## src/rtl/sequenciador_io.sv

```systemverilog
// Execution/I-O sequencer: stalls the PC on In until a debounced button press captures
// the switches, latches the display on Out, and freezes the core on Break until reset.
module sequenciador_io #(
  parameter int DATA_W       = 32,
  parameter int SW_W         = 16,
  parameter int DEBOUNCE_CYC = 4
) (
  input  logic              clock,
  input  logic              reset_n,
  input  logic              In,
  input  logic              Out,
  input  logic              Break,
  input  logic              EscreveReg,
  input  logic              botao,
  input  logic [SW_W-1:0]   chaves,
  input  logic [DATA_W-1:0] dado_out,
  output logic              habilitaPC,
  output logic              escreveRegFinal,
  output logic              selIn,
  output logic [DATA_W-1:0] dado_in,
  output logic [DATA_W-1:0] display,
  output logic              display_valido,
  output logic              esperando,
  output logic              parado,
  output logic [1:0]        estado
);

  localparam logic [1:0] EXEC       = 2'b00;
  localparam logic [1:0] ESPERA_IN  = 2'b01;
  localparam logic [1:0] ESCREVE_IN = 2'b10;
  localparam logic [1:0] PARADO     = 2'b11;

  localparam int               CNT_W    = $clog2(DEBOUNCE_CYC + 1);
  localparam logic [CNT_W-1:0] CNT_LAST = CNT_W'(DEBOUNCE_CYC - 1);

  logic             sync1_q, sync2_q;
  logic             stable_q, stable_d;
  logic             press_q, press_d;
  logic [CNT_W-1:0] cnt_q, cnt_d;

  logic [1:0]        estado_q, estado_d;
  logic [DATA_W-1:0] display_q, display_d;
  logic [DATA_W-1:0] dado_in_q, dado_in_d;
  logic              valido_q, valido_d;

  // Debounce: a new level is accepted only after DEBOUNCE_CYC consecutive differing samples.
  always_comb begin
    cnt_d    = '0;
    stable_d = stable_q;
    press_d  = 1'b0;
    if (sync2_q != stable_q) begin
      if (cnt_q == CNT_LAST) begin
        stable_d = sync2_q;
        press_d  = sync2_q;
      end else begin
        cnt_d = cnt_q + 1'b1;
      end
    end
  end

  always_comb begin
    estado_d        = estado_q;
    habilitaPC      = 1'b0;
    escreveRegFinal = 1'b0;
    selIn           = 1'b0;
    display_d       = display_q;
    valido_d        = valido_q;
    dado_in_d       = dado_in_q;
    case (estado_q)
      EXEC: begin
        habilitaPC      = ~(In | Break);
        escreveRegFinal = EscreveReg & ~In & ~Break;
        if (Out) begin
          display_d = dado_out;
          valido_d  = 1'b1;
        end
        if (Break)   estado_d = PARADO;
        else if (In) estado_d = ESPERA_IN;
      end
      ESPERA_IN: begin
        if (press_q) begin
          dado_in_d = DATA_W'(chaves);
          estado_d  = ESCREVE_IN;
        end
      end
      ESCREVE_IN: begin
        selIn           = 1'b1;
        escreveRegFinal = 1'b1;
        habilitaPC      = 1'b1;
        estado_d        = EXEC;
      end
      PARADO:  estado_d = PARADO;
      default: estado_d = EXEC;
    endcase
  end

  always_ff @(posedge clock or negedge reset_n) begin
    if (!reset_n) begin
      sync1_q   <= 1'b0;
      sync2_q   <= 1'b0;
      stable_q  <= 1'b0;
      press_q   <= 1'b0;
      cnt_q     <= '0;
      estado_q  <= EXEC;
      display_q <= '0;
      dado_in_q <= '0;
      valido_q  <= 1'b0;
    end else begin
      sync1_q   <= botao;
      sync2_q   <= sync1_q;
      stable_q  <= stable_d;
      press_q   <= press_d;
      cnt_q     <= cnt_d;
      estado_q  <= estado_d;
      display_q <= display_d;
      dado_in_q <= dado_in_d;
      valido_q  <= valido_d;
    end
  end

  assign dado_in        = dado_in_q;
  assign display        = display_q;
  assign display_valido = valido_q;
  assign esperando      = (estado_q == ESPERA_IN);
  assign parado         = (estado_q == PARADO);
  assign estado         = estado_q;

endmodule

```

## config.mk

```make
export PLATFORM = sky130hd
export DESIGN_NAME = sequenciador_io
export DESIGN_NICKNAME = d
export VERILOG_FILES = /design/src/rtl/sequenciador_io.sv
export SDC_FILE = /design/constraint.sdc
export NUM_CORES = 1
export LEC_CHECK = 0
export ABC_AREA = 1
export ABC_CLOCK_PERIOD_IN_PS = 1900
export BUFFER_PORTS_ARGS = -buffer_cell sky130_fd_sc_hd__buf_4
export CAP_MARGIN = 40
export CORE_MARGIN = 10
export CORE_UTILIZATION = 30
export CTS_CLUSTER_SIZE = 12
export DETAILED_ROUTE_END_ITERATION = 10
export GPL_TIMING_DRIVEN = 0
export SLEW_MARGIN = 0
export SYNTH_ARGS = -nofsm -noshare
export SYNTH_HDL_FRONTEND = slang
export SYNTH_SLANG_ARGS = --single-unit
```

## constraint.sdc

```tcl
create_clock -name clock -period 1.9 [get_ports clock]
set_clock_uncertainty 0.2 [all_clocks]
set_input_delay 0.38 -clock clock [delete_from_list [all_inputs] [get_ports clock]]
set_output_delay 0.38 -clock clock [all_outputs]
set_load 0.05 [all_outputs]
```

==> impl_summary.log, run 1 <==
[metrics] result of the run: finished with violations
[metrics] failing checks: negative setup slack
[metrics] fraction of power spent switching nets: 0.507
[metrics] H-tree levels: 3
[metrics] switching power summed over all nets: between 0.003 and 0.004 W
[metrics] Cell Area, Synth: ~2600 um2
[metrics] max_cap viols: 0
[metrics] Root Buffer: sky130_fd_sc_hd__clkbuf_8
[metrics] Die Height: about 110 um
[metrics] final RePlAce weighted congestion: around 0.76
[metrics] delay-heaviest family, CP: flip-flops
[metrics] starting DRC count in detailed routing: roughly 110
[metrics] sequential-to-total area share from yosys stat: 0.563
[metrics] detailed-placement wirelength estimate: roughly 5.5 mm
[metrics] clock share of power: 0.131
[metrics] clk slew on worst S/H paths: 70 ps
[metrics] met2 track demand over resource in global routing: 0.162
[metrics] number of distinct library cell variants in the gate-level netlist after synthesis: 20
[metrics] combinational cell fraction of total power: 0.597
[metrics] most frequent cell after synthesis: sky130_fd_sc_hd__nand2_1
[metrics] number of port buffers: 109
[metrics] CP Data Required Time: between 1000 and 1500 ps
[metrics] asr flop ratio synth: 1.00
[metrics] library cell occupying the most area in the post-synthesis netlist: sky130_fd_sc_hd__dfrtp_1
[metrics] Seq pwr share: 0.272
[metrics] share of cells above drive strength 1: 0.418
[metrics] synthesized instance count: roughly 280
[metrics] CTS Buffer Depth: 2
[metrics] Wirelength per Cell: about 14 um
[metrics] static power due to leakage: around 2.1 nW
[metrics] Min Hold Slack: 84.3 ps
[metrics] cell-internal power: 0.00370 W
[metrics] FMAX: 500 MHz
[metrics] Worst IR Drop VDD: roughly 0.89 mV
[metrics] setup repair after global routing missed its margin: true
[metrics] Syn Area/Cell: 9.27 um2
[metrics] chip width: about 110 um
[metrics] leading cell types by count after synthesis: sky130_fd_sc_hd__nand2_1, sky130_fd_sc_hd__dfrtp_1, sky130_fd_sc_hd__nand3_1
[metrics] # DRC: 0
[metrics] cell with the largest stage delay on the worst path: sky130_fd_sc_hd__dfrtp_2
[metrics] Setup TNS Final: -137 ps
[metrics] final worst path period need: ~2000 ps
[metrics] reg2reg start: estado[1]
[metrics] Antenna Nets Post-Route: 0
[metrics] Hold Fails Final Rpt: 0
[metrics] CP Capture Type: output port
[metrics] number of warning messages in the yosys log: 0
[metrics] global routing usage summed across all routing layers: 0.110
[metrics] GR Layer Usage met3: 0.0581
[metrics] Via-to-Cell Ratio: approximately 4.2
[metrics] overall via count from detail_route: between 2k and 2.5k
[metrics] initial core utilization: 0.311
[metrics] startpoint of the tightest hold check path: dado_out[8]
[metrics] CP Data Arrival Time: between 1000 and 1500 ps
[metrics] global-route wire length before repair: approximately 11 mm
[metrics] worst slew margin relative to its limit: 0.514
[metrics] PwrDens: about 1900 nW/um2
[metrics] clock tree from TritonCTS: built
[metrics] post-synthesis to final-layout area growth: 52.1%
[metrics] Startpoint Class: flop
[metrics] main area contributors after synthesis: sky130_fd_sc_hd__dfrtp_1, sky130_fd_sc_hd__nand2_1, sky130_fd_sc_hd__nand3_1, sky130_fd_sc_hd__buf_4, sky130_fd_sc_hd__ha_1
[metrics] routing layer with the top usage in global route: met2
[metrics] number of antenna cells inserted: 0
[metrics] Max Slew Vio Count: 0
[metrics] number of antenna violations at the first check in global routing: 0
[metrics] sinks on the clock net: a little under 60
[metrics] Crit Path Class: flop to output port
[metrics] total congestion overflow after global routing: 0
[metrics] number of global-route vias before repair: between 2k and 2.5k
[metrics] final setup violating endpoints: 3
[metrics] WL final: about 7.2 mm
[metrics] Worst Setup SP: estado[1]
[metrics] Die ar.: roughly 13,000 um2
[metrics] met1 track demand over resource: 0.135
[metrics] number of standard-cell rows in the floorplan: 33
[metrics] total iterations of the first detailed-routing run: 4
[metrics] pin count of the biggest net entering global routing: 59
[metrics] total of fill cells in the finished design: 807
[metrics] CP peak stage delay: 430 ps
[metrics] Critical path buffers and inverters: 3
[metrics] post-route fraction of the period consumed by the critical path: 1.05
[metrics] final net count: 480
[metrics] critical-path maximum fanout: 3
[metrics] path class of the lowest-slack min-delay path: primary input to flop
[metrics] clk_lat worst skew: around 320 ps
[metrics] worst slack at placement: 34.3 ps
[metrics] clock buffers created by TritonCTS: 9
[metrics] CORE AREA: ~8300 um2
[metrics] flip-flop cell with the highest count after synthesis: sky130_fd_sc_hd__dfrtp_1
[metrics] setup slack of the critical path after layout: -98.3 ps
[metrics] EDFF count, synth: 0
[metrics] share of the synthesized area in the top cell type: 0.563
[metrics] overall power after layout: 0.00751 W
[metrics] number of I/O pins: approximately 130
[metrics] Cell Chain, Critical Path: buf_6, ha_4, inv_4, nand2_8, o21a_4, buf_8
[metrics] number of register bits inferred by synthesis: 58
[metrics] pin slew with the least headroom to its limit: 729 ps
## sequential cells by signal (all words and copies together) (netlist names)
| signal | cells |
|---|---|
| dado_in | 16 |
| cnt_q | 3 |
| sync1_q | 1 |
| display_valido | 1 |
| stable_q | 1 |
| estado | 2 |
| press_q | 1 |
| sync2_q | 1 |
| display | 32 |
## placed cells by master (no fill, tap or decap), drive strengths merged
master / count
nand3b: 1
dfrtp: 58
clkbuf: 12
nand2: 112
nor2: 6
inv: 8
buf: 145
nand3: 48
xnor2: 1
dlygate4sd3: 2
ha: 6
clkinv: 3
o21a: 1
a21oi: 1
nor3: 1
o21ai: 1
conb: 16
o21bai: 1
## area by class of cell
cell class                 instances  area (um2)  share of cell area
clock buffer                      12         155              0.0396
inverter                           8        37.5             0.00957
multi-input combinational        195         971               0.248
sequential                        58        1450               0.371
timing repair buffer             116         902               0.230
tap                              105         131              0.0335
buffer                            31         255              0.0651
clock inverter                     3        15.0             0.00383
## logic make-up after synthesis
logic type,Yosys count,share of synthesized area
adders and majority gates,6,0.0291
xor gates and xnor gates,1,0.00340
AOI/OAI and AO/OA,4,0.00971
other,1,0.00145
and+or+nand+nor,168,0.280
buffers and inverters,40,0.114
DFF,58,0.563
## power by group through the flow
stage / Clock, W / Sequential [W] / Combinational [W]
floorplan: 0 / 0.00369 / 0.00141
finish: 0.000985 / 0.00204 / 0.00448
global placement: 0 / 0.00205 / 0.00432
global route: 0.00110 / 0.00210 / 0.00478
CTS: 0.00103 / 0.00204 / 0.00445
detailed placement: 0 / 0.00207 / 0.00436
## timing repair
item,CTS,global route
hold buffers,2,0
buffers inserted,3,2
gates cloned,0,0
hold endpoints to repair,59,0
pin swaps,1,0
gates resized for setup,6,7
setup endpoints to repair,2,4
## path summary, 6_finish.rpt
| check | cells after the start | slack (ps) | end |
|---|---|---|---|
| setup / recovery | 6 | -100 | escreveRegFinal |
| hold / removal | 3 | 80 | display[8] |
| setup reg to reg | 8 | 330 | dado_in[14] |
| hold reg to reg | 0 | 150 | sync2_q |
| max in group asynchronous | 2 | 500 | estado[0] |
| min in group asynchronous | 2 | 470 | dado_in[6] |
## stage by stage
| stage | util | area [um2] | std cells |
|---|---|---|---|
| 2_1_floorplan | - | 2700 | 293 |
| 3_3_place_gp | 0.440 | 3650 | 507 |
| 3_5_place_dp | 0.440 | 3650 | 507 |
| 4_1_cts | 0.466 | 3870 | 526 |
| 5_1_grt | 0.472 | 3920 | 528 |
| 6_report | 0.472 | 3920 | 528 |
## layer usage
layer	part of all wire	wire length, um
met1	0.42	3060
met2	0.46	3300
met3	0.11	797
met4	0.0090	65
met5	0	0
## tightest hold or removal path: stages
cell	delay (ps)
sky130_fd_sc_hd__buf_4	70
sky130_fd_sc_hd__nand3_1	60
sky130_fd_sc_hd__nand2_1	60
(Power assumes the default switching activity.)
==> run 2, diff against run 1 <==
--- a/config.mk
+++ b/config.mk
@@ -6,7 +6,7 @@
 export NUM_CORES = 1
 export LEC_CHECK = 0
 export ABC_AREA = 1
-export ABC_CLOCK_PERIOD_IN_PS = 1900
+export ABC_CLOCK_PERIOD_IN_PS = 2300
 export BUFFER_PORTS_ARGS = -buffer_cell sky130_fd_sc_hd__buf_4
 export CAP_MARGIN = 40
 export CORE_MARGIN = 10
==> constraint.sdc (replaced) <==
create_clock -name clock -period 2.3 [get_ports clock]
set_clock_uncertainty 0.2 [all_clocks]
set_input_delay 0.46 -clock clock [delete_from_list [all_inputs] [get_ports clock]]
set_output_delay 0.46 -clock clock [all_outputs]
set_load 0.05 [all_outputs]
==> run 2 against run 1 <==
  * The flow finishes with violations (negative hold slack)
  * Combinational power shrank 21%
  * Clock power grew 20%
  * Global-route usage grew 0.43 points
  * Core utilization shrank 0.42 points
  * Sequential share of layout area grew 0.33 points
  * Routed wire length grew 2.3%
  * Cell area shrank 0.89%
  * Non-clock buffer count shrank 3
  * Register-to-register slack gained 390 ps
  * Sequential power shrank 18%
  * Final cell count shrank 0.38%
  * Flip-flop and latch count is the same
==> impl_summary.log, run 2 (synthesis results as in run 1) <==
[metrics] CP Data Arrival Time: 1520 ps (+100 ps)
[metrics] pin count of the biggest net entering global routing: 59 (unchanged)
[metrics] Crit Path Class: flop to output port
[metrics] Worst Setup SP: estado[0]
[metrics] Hold Fails Final Rpt: 10 (+10)
[metrics] number of antenna cells inserted: 0 (unchanged)
[metrics] CORE AREA: 8300 um2 (unchanged)
[metrics] Worst IR Drop VDD: 0.680 mV (-23%)
[metrics] pin slew with the least headroom to its limit: 742 ps (+12.4 ps)
[metrics] cell-internal power: 0.00331 W (-11%)
[metrics] Antenna Nets Post-Route: 0 (unchanged)
[metrics] path class of the lowest-slack min-delay path: primary input to asynchronous set/reset pin
[metrics] total congestion overflow after global routing: 0 (unchanged)
[metrics] WL final: 7.39 mm (+2.3%)
[metrics] switching power summed over all nets: 0.00312 W (-18%)
[metrics] initial core utilization: 0.311 (unchanged)
[metrics] static power due to leakage: 2.14 nW (+0.30%)
[metrics] final net count: 477 (-0.63%)
[metrics] clk slew on worst S/H paths: 70 ps (about the same)
[metrics] final RePlAce weighted congestion: 0.747 (-2.3%)
[metrics] CTS Buffer Depth: 2 (unchanged)
[metrics] number of flip-flops in the largest register: 32 (unchanged)
[metrics] worst-case reg-to-reg path depth: 9 (+1)
[metrics] final worst path period need: ~2200 ps
[metrics] global-route wire length before repair: 11.9 mm (+3.4%)
[metrics] clock tree from TritonCTS: built
[metrics] Wirelength per Cell: 14.0 um (+2.7%)
[metrics] setup repair after global routing missed its margin: false
[metrics] most used cells in the layout excluding fill and tap cells: sky130_fd_sc_hd__buf_4, sky130_fd_sc_hd__nand2_1, sky130_fd_sc_hd__dfrtp_1
[metrics] clock buffers created by TritonCTS: 9 (unchanged)
[metrics] FMAX: about 460 MHz
[metrics] number of cells after detailed placement: 507 (unchanged)
[metrics] chip width: 113 um (unchanged)
[metrics] Via-to-Cell Ratio: 4.26 (+1.1%)
[metrics] # DRC: 0 (unchanged)
[metrics] CP Data Required Time: 1640 ps (+320 ps)
[metrics] post-synthesis to final-layout area growth: 50.8%
[metrics] share of cells above drive strength 1: 0.413 (-0.00514)
[metrics] global routing usage summed across all routing layers: 0.114 (+0.00430)
[metrics] most common cell after layout, fill and taps aside: sky130_fd_sc_hd__buf_4
[metrics] Startpoint Class: flop
[metrics] clock share of power: 0.184 (+0.053)
[metrics] PwrDens: 1650 nW/um2 (-14%)
[metrics] reg2reg start: estado[0]
[metrics] number of port buffers: 109 (unchanged)
[metrics] clk_lat worst skew: 340 ps (+20 ps)
[metrics] number of standard-cell rows in the floorplan: 33 (unchanged)
[metrics] Max Slew Vio Count: 0 (unchanged)
[metrics] number of I/O pins: 127 (unchanged)
[metrics] final setup violating endpoints: 0 (-3)
[metrics] Min Hold Slack: -7.12 ps (-91.4 ps)
[metrics] starting DRC count in detailed routing: 110 (+4.8%)
[metrics] result of the run: finished with violations
[metrics] number of global-route vias before repair: 2,253 (+3.2%)
[metrics] detailed-placement wirelength estimate: 5.58 mm (+2.4%)
[metrics] sinks on the clock net: 58 (unchanged)
[metrics] max_cap viols: 0 (unchanged)
[metrics] total iterations of the first detailed-routing run: 4 (unchanged)
[metrics] slack of the worst reg-to-reg path: 720 ps (+390 ps)
[metrics] number of antenna violations at the first check in global routing: 0 (unchanged)
[metrics] capture point of the critical path: escreveRegFinal
[metrics] combinational cell fraction of total power: 0.554 (-0.043)
[metrics] fraction of power spent switching nets: 0.485 (-0.0222)
[metrics] Seq pwr share: 0.261 (-0.011)
[metrics] Die Height: 113 um (unchanged)
[metrics] Die ar.: 12,700 um2 (unchanged)
[metrics] worst slew margin relative to its limit: 0.506 (-0.00824)
[metrics] Root Buffer: sky130_fd_sc_hd__clkbuf_8
[metrics] overall via count from detail_route: 2,243 (+0.72%)
[metrics] critical-path maximum fanout: 4 (+1)
[metrics] H-tree levels: 3 (unchanged)
[metrics] terminus of the critical flop-to-flop path: estado[1]
[metrics] post-route fraction of the period consumed by the critical path: 0.950
[metrics] Setup TNS Final: 0 ps (+137 ps)
[metrics] failing checks: negative hold slack
[metrics] CP Capture Type: output port
[metrics] Post-Layout Cell Count: 526 (-0.38%)
==> run 2: cell types whose count changed in the layout (fill, tap and decap cells not counted), sizes merged <==
cell	previous run	this run
clkbuf	12	11
clkinv	3	2
dlygate4sd3	2	0
bufinv	0	3
buf	145	144
==> run 2: power groups by stage <==
stage	logic [W]	clock network, W	registers (W)
floorplan	0.00109	0	0.00304
global placement	0.00349	0	0.00169
detailed placement	0.00353	0	0.00170
CTS	0.00357	0.00121	0.00168
global route	0.00381	0.00126	0.00173
finish	0.00356	0.00118	0.00168
==> run 2: layout make-up <==
type,instances,area [um2]
repair buffers,112,848
clock inverters,5,100
clock buffers,11,151
plain buffers,32,267
multi-input cells,195,905
inverters,8,30.0
fillers,815,4410
flip-flops and latches,58,1450
well taps,105,131
==> run 2: how the worst min path moves through the flow <==
stage | cells past startpoint | endpoint | startpoint | slack, ps
2_1_floorplan | 0 | cnt_q[0] | reset_n | -40
3_3_place_gp | 0 | sync2_q | sync1_q | 130
3_5_place_dp | 0 | sync2_q | sync1_q | 140
4_1_cts | 1 | dado_in[8] | reset_n | 5
5_1_grt | 1 | sync1_q | botao | 20
6_report | 1 | dado_in[10] | reset_n | -7
==> run 2: repair_timing <==
action | in CTS | in global routing
gates cloned | 0 | 0
hold buffers | 0 | 0
gates resized for setup | 4 | 2
buffers inserted | 1 | 2
endpoints found under the setup margin | 2 | 1
==> run 2: per-layer routing <==
metal	part of all wire	vias up	wire, um	GRT usage
li1	-	1119	-	-
met1	0.43	1031	3190	0.142
met2	0.47	82	3470	0.172
met3	0.085	11	630	0.0454
met4	0.013	0	95	0.0457
met5	0	-	0	0
==> run 2: critical path, cell delays in order, from the launching register on <==
cell	delay, ps
sky130_fd_sc_hd__dfrtp_2	400
sky130_fd_sc_hd__inv_2	60
sky130_fd_sc_hd__ha_1	200
sky130_fd_sc_hd__buf_6	120
sky130_fd_sc_hd__nand2_2	90
sky130_fd_sc_hd__nand2_2	70
sky130_fd_sc_hd__o21a_4	120
sky130_fd_sc_hd__buf_8	140
==> run 2: metrics by stage <==
step	setup slack, ps	total power, W	util	area [um2]	hold slack (ps)
CTS	12.7	0.00647	0.466	3870	5.03
global placement	273	0.00518	0.434	3600	133
floorplan	9.68	0.00413	-	2650	-35.6
detailed placement	259	0.00523	0.434	3600	139
finish	116	0.00642	0.468	3890	-7.12
global route	28.9	0.00681	0.468	3890	23.3
